$ cat src/rtl/tag_lookup_pkg.sv
// tag_lookup_pkg: default cache geometry shared by the tag-check stage and its valid array.
package tag_lookup_pkg;
   localparam int ADDR_BITS_DEF   = 32;
   localparam int OFFSET_BITS_DEF = 6;
   localparam int SET_BITS_DEF    = 2;
   localparam int TAG_BITS_DEF    = ADDR_BITS_DEF - OFFSET_BITS_DEF - SET_BITS_DEF;
endpackage

$ cat src/rtl/tag_lookup_valid_array.sv
// tag_valid_array: per-set valid flops; a global clear beats a same-cycle set.
module tag_valid_array
   import tag_lookup_pkg::*;
#(
   parameter int SET_BITS = SET_BITS_DEF
) (
   input  logic                clk,
   input  logic                rst,
   input  logic                i_set,
   input  logic [SET_BITS-1:0] i_set_idx,
   input  logic                i_clr,
   input  logic [SET_BITS-1:0] i_rd_idx,
   output logic                o_rd_valid
);
   logic [(1<<SET_BITS)-1:0] r_valid;
   always_ff @(posedge clk or posedge rst)
      if (rst) r_valid <= '0;
      else if (i_clr) r_valid <= '0;
      else if (i_set) r_valid[i_set_idx] <= 1'b1;
   assign o_rd_valid = r_valid[i_rd_idx];
endmodule

$ cat src/rtl/tag_lookup.sv
// tag_lookup: direct-mapped tag check in front of the tag SRAM; refills win over lookups in IDLE.
module tag_lookup
   import tag_lookup_pkg::*;
#(
   parameter int ADDR_BITS      = ADDR_BITS_DEF,
   parameter int OFFSET_BITS    = OFFSET_BITS_DEF,
   parameter int CACHE_SET_BITS = SET_BITS_DEF,
   parameter int CACHE_TAG_BITS = TAG_BITS_DEF
) (
   input  logic                      clk,
   input  logic                      rst,
   input  logic                      i_req_valid,
   output logic                      o_req_ready,
   input  logic [ADDR_BITS-1:0]      i_req_addr,
   output logic                      o_resp_valid,
   input  logic                      i_resp_ready,
   output logic                      o_resp_hit,
   output logic [CACHE_SET_BITS-1:0] o_resp_set,
   output logic [CACHE_TAG_BITS-1:0] o_resp_tag,
   input  logic                      i_fill_valid,
   output logic                      o_fill_ready,
   input  logic [ADDR_BITS-1:0]      i_fill_addr,
   input  logic                      i_inval,
   output logic                      o_tag_we,
   output logic [CACHE_SET_BITS-1:0] o_tag_addr,
   output logic [CACHE_TAG_BITS-1:0] o_tag_din,
   input  logic [CACHE_TAG_BITS-1:0] i_tag_dout
);
   localparam logic [1:0] S_IDLE = 2'd0, S_LOOKUP = 2'd1, S_RESP = 2'd2;
   logic [1:0]                r_state;
   logic [CACHE_SET_BITS-1:0] r_set;
   logic [CACHE_TAG_BITS-1:0] r_tag;
   logic                      r_hit;
   logic                      w_idle, w_fill_acc, w_req_acc, w_valid, w_hit, w_unused;
   logic [CACHE_SET_BITS-1:0] w_fill_set, w_req_set;
   logic [CACHE_TAG_BITS-1:0] w_fill_tag, w_req_tag;
   assign w_fill_set = i_fill_addr[OFFSET_BITS +: CACHE_SET_BITS];
   assign w_fill_tag = i_fill_addr[ADDR_BITS-1 -: CACHE_TAG_BITS];
   assign w_req_set  = i_req_addr[OFFSET_BITS +: CACHE_SET_BITS];
   assign w_req_tag  = i_req_addr[ADDR_BITS-1 -: CACHE_TAG_BITS];
   assign w_unused   = ^{i_req_addr[OFFSET_BITS-1:0], i_fill_addr[OFFSET_BITS-1:0]};
   // Handshakes are held off while reset is asserted, even though the state is already IDLE.
   assign w_idle       = (r_state == S_IDLE) & ~rst;
   assign o_fill_ready = w_idle;
   assign o_req_ready  = w_idle & ~i_fill_valid;
   assign w_fill_acc   = i_fill_valid & o_fill_ready;
   assign w_req_acc    = i_req_valid & o_req_ready;
   assign o_tag_we     = w_fill_acc;
   assign o_tag_addr   = w_fill_acc ? w_fill_set : w_req_acc ? w_req_set : '0;
   assign o_tag_din    = w_fill_tag;
   assign o_resp_valid = r_state == S_RESP;
   assign o_resp_hit   = r_hit;
   assign o_resp_set   = r_set;
   assign o_resp_tag   = r_tag;
   assign w_hit        = w_valid & ~i_inval & (i_tag_dout == r_tag);
   tag_valid_array #(.SET_BITS(CACHE_SET_BITS)) u_valid (
      .clk        (clk),
      .rst        (rst),
      .i_set      (w_fill_acc),
      .i_set_idx  (w_fill_set),
      .i_clr      (i_inval),
      .i_rd_idx   (r_set),
      .o_rd_valid (w_valid)
   );
   always_ff @(posedge clk or posedge rst)
      if (rst) begin
         r_state <= S_IDLE;
         r_set   <= '0;
         r_tag   <= '0;
         r_hit   <= 1'b0;
      end else if (w_req_acc) begin
         r_state <= S_LOOKUP;
         r_set   <= w_req_set;
         r_tag   <= w_req_tag;
      end else if (r_state == S_LOOKUP) begin
         r_state <= S_RESP;
         r_hit   <= w_hit;
      end else if (r_state == S_RESP && i_resp_ready) begin
         r_state <= S_IDLE;
      end
endmodule
$ cat config.mk
export PLATFORM = sky130hd
export DESIGN_NAME = tag_lookup
export DESIGN_NICKNAME = d
export VERILOG_FILES = /design/src/rtl/tag_lookup_pkg.sv /design/src/rtl/tag_lookup_valid_array.sv /design/src/rtl/tag_lookup.sv
export SDC_FILE = /design/constraint.sdc
export NUM_CORES = 1
export LEC_CHECK = 0
export CAP_MARGIN = 15
export CORE_UTILIZATION = 33
export CTS_BUF_LIST = sky130_fd_sc_hd__clkbuf_16
export DETAILED_ROUTE_END_ITERATION = 10
export GPL_TIMING_DRIVEN = 0
export PLACE_DENSITY_LB_ADDON = 0.1
export SETUP_SLACK_MARGIN = 0.4
export SKIP_CTS_REPAIR_TIMING = 1
export SLEW_MARGIN = 20
export SYNTH_ARGS = -nofsm -noshare
export SYNTH_HDL_FRONTEND = slang
export SYNTH_SLANG_ARGS = --single-unit
$ cat constraint.sdc
create_clock -name clk -period 1.75 [get_ports clk]
set_input_delay 0.35 -clock clk [delete_from_list [all_inputs] [get_ports clk]]
set_output_delay 0.35 -clock clk [all_outputs]
set_load 0.02 [all_outputs]
==> results by group <==
Status
  – Status: finished, violations left
  – Failing checks: setup timing

Layout
  – Antenna diodes: 0
  – End-of-flow core utilization: 0.669
  – Layout Nets: 371
  – Commonest non-fill, non-tap cells in the layout: dlymetal6s2s_1 (66), clkdlybuf4s50_1 (42), buf_4 (34)
  – P&R area growth vs syn: 91.1%
  – Share of cells above drive strength 1: 0.309
  – Most common cell after layout, fill and taps aside: dlymetal6s2s_1

Power
  – Power Dens Cells: 953 mW/mm^2
  – Flop pwr share: 0.340
  – Worst vdd ir: 532 uV
  – Leakage: 0.00217 uW
  – Switching fraction of total power: 0.318
  – Int Pwr: 2280 uW
  – Combinational share of power: 0.421
  – Psw: 1060 uW
  – Clock power share: 0.239

Die
  – Starting density of the core: 0.350
  – Row cnt: 26
  – Core ar.: 0.00524 mm^2
  – Die area: 0.00586 mm^2
  – Chip height: 76.5 um
  – Boundary Pins: 151
  – Die width: 76.5 um

Clocking
  – Clk root buf: clkbuf_16
  – CTS clk-pin slew, worst paths: 50 ps
  – H-Tree Level Count: 2
  – CTS tree: yes
  – Clock Latency Late Sink: 270 ps
  – # clock sinks: 33
  – Clk buf depth: 2
  – TritonCTS Buffers: 5

Timing
  – Final Slew Violations: 0
  – Final min period: 1810 ps
  – Worst Tran Pin Value: 704 ps
  – Setup TNS: -256 ps
  – Post-route clock period utilization: 1.03
  – Final hold violation count: 0
  – Setup violators final: 20
  – Max Fclk: 0.552 GHz
  – Hold Worst Slack: 328 ps
  – Worst setup margin: -60.7 ps
  – Max_slew headroom: 0.530
  – RSZ-0062 raised after global routing: yes
  – Setup Skew: 3.39 ps

Synth
  – Syn_area_per_cell: 12.4 um^2
  – Library cells used by synthesis: 24
  – Mapped Area: 0.00183 mm^2
  – Flop and latch count out of synthesis: 33
  – Ys Warns: 0
  – Register area share after synthesis: 0.451
  – Syn Nets: 242
  – Post-Synthesis Cells: 148

Global routing
  – First-pass GRT wire length: 7560 um
  – Grt ovf: 0
  – Antenna violations before repair: 0
  – Vias in the first global route: 1603
  – Largest net degree at the start of global routing: 34
  – Total track usage: 0.163

Route
  – Via-to-Cell Ratio: 4.46
  – Iter 0 DRT Violations: 42
  – First drt pass iteration count: 3
  – WL final: 5000 um
  – Routed WL per cell: 14.4 um
  – Via Count: 1552
  – Routed Antenna Nets: 0
  – # DRC: 0

Place
  – DP Wirelength: 3570 um
  – Gpl congestion: 0.737
  – Pre-CTS setup slack: -755 ps
  – Number of port buffers: 114

Setup path
  – CP max FO: 5
  – Crit-path max cell delay: 450 ps
  – WP data required: 1400 ps
  – Startpoint Class: flip-flop
  – Critical path cell sequence: nor4_4, buf_4, a32o_2, buf_6
  – Setup Crit Path Kind: reg -> out
  – Crit end category: output port
  – Arr. time, crit path: 1460 ps
  – Slowest-stage cell, CP: dfrtp_2

Flow run
  – # Max-Cap Violations: 0

Worst hold path
  – Hold Crit Class: in -> async
[worst max-delay path: cells and delay by family, from the launching register on]
family	cells	cell delay [ps]
compound gates	1	160
buf+inv	2	280
flops	1	450
simple gates	1	300
[cells by family after synthesis]
| family | after synthesis | share of synthesized area |
|---|---|---|
| xor+xnor | 24 | 0.115 |
| mux | 26 | 0.203 |
| simple gates | 27 | 0.0853 |
| buf+inv | 31 | 0.121 |
| compound gates | 7 | 0.0259 |
| flops | 33 | 0.451 |
[routing by layer]
layer	part of all wire	track usage	up-vias
met1	0.43	0.217	732
met3	0.067	0.0395	2
li1	-	-	735
met2	0.50	0.259	83
met4	0.0034	0.0519	0
met5	0	0	-
[stage by stage]
stage / std cells / instance area (um^2) / power [uW]
final: 348 / 3500 / 3340
after CTS: 340 / 3220 / 3340
after global placement: 332 / 3090 / 2520
after floorplan: 148 / 1860 / 1870
after global routing: 348 / 3500 / 3500
after detailed placement: 332 / 3090 / 2530
[state kept, by name, indices dropped and copies added (netlist names)]
name             cells
o_resp_hit           1
o_resp_set           2
o_resp_tag          24
r_state              2
u_valid.r_valid      4
[path summary, 6_finish.rpt]
kind,start,to,slack [ps],depth (start not counted)
setup / recovery,r_state[0],o_tag_addr[1],-60,4
hold / removal,rst,o_resp_hit,330,2
hold reg to reg,u_valid.r_valid[3],u_valid.r_valid[3],490,2
max in group asynchronous,rst,r_state[0],930,2
setup reg to reg,r_state[0],o_resp_tag[16],-10,6
min in group clk,u_valid.r_valid[3],u_valid.r_valid[3],490,2
[power by group through the flow]
stage	combinational, uW	sequential [uW]	clock, uW
6_report	1410	1130	798
5_1_grt	1480	1170	857
4_1_cts	1390	1140	818
3_5_place_dp	1380	1150	0
3_3_place_gp	1370	1150	0
2_1_floorplan	525	1340	0
[cells in the mapped netlist (all sizes together)]
library cell	count	area, um^2
nand2b	1	6.26
nand3	1	5.00
and2	1	6.26
o21ai	1	5.00
a32o	1	10.0
nor3	3	15.0
nand2	8	37.5
xor2	24	210
a21o	1	7.51
a31oi	4	25.0
mux2	25	349
nand4	2	12.5
mux4	1	22.5
nor2b	1	6.26
nor4	6	52.6
inv	4	15.0
nor2	4	15.0
clkbuf	1	3.75
dfrtp	33	826
buf	26	203
[final cells by class]
| cell class | count | area, um^2 |
|---|---|---|
| plain buffers | 27 | 234 |
| clock buffers | 5 | 125 |
| clock inverters | 3 | 11.3 |
| fillers | 395 | 1740 |
| inverters | 4 | 15.0 |
| multi-input cells | 84 | 835 |
| flip-flops and latches | 33 | 828 |
| well taps | 70 | 87.6 |
| repair buffers | 122 | 1370 |
Power figures use the tool's default switching activity.
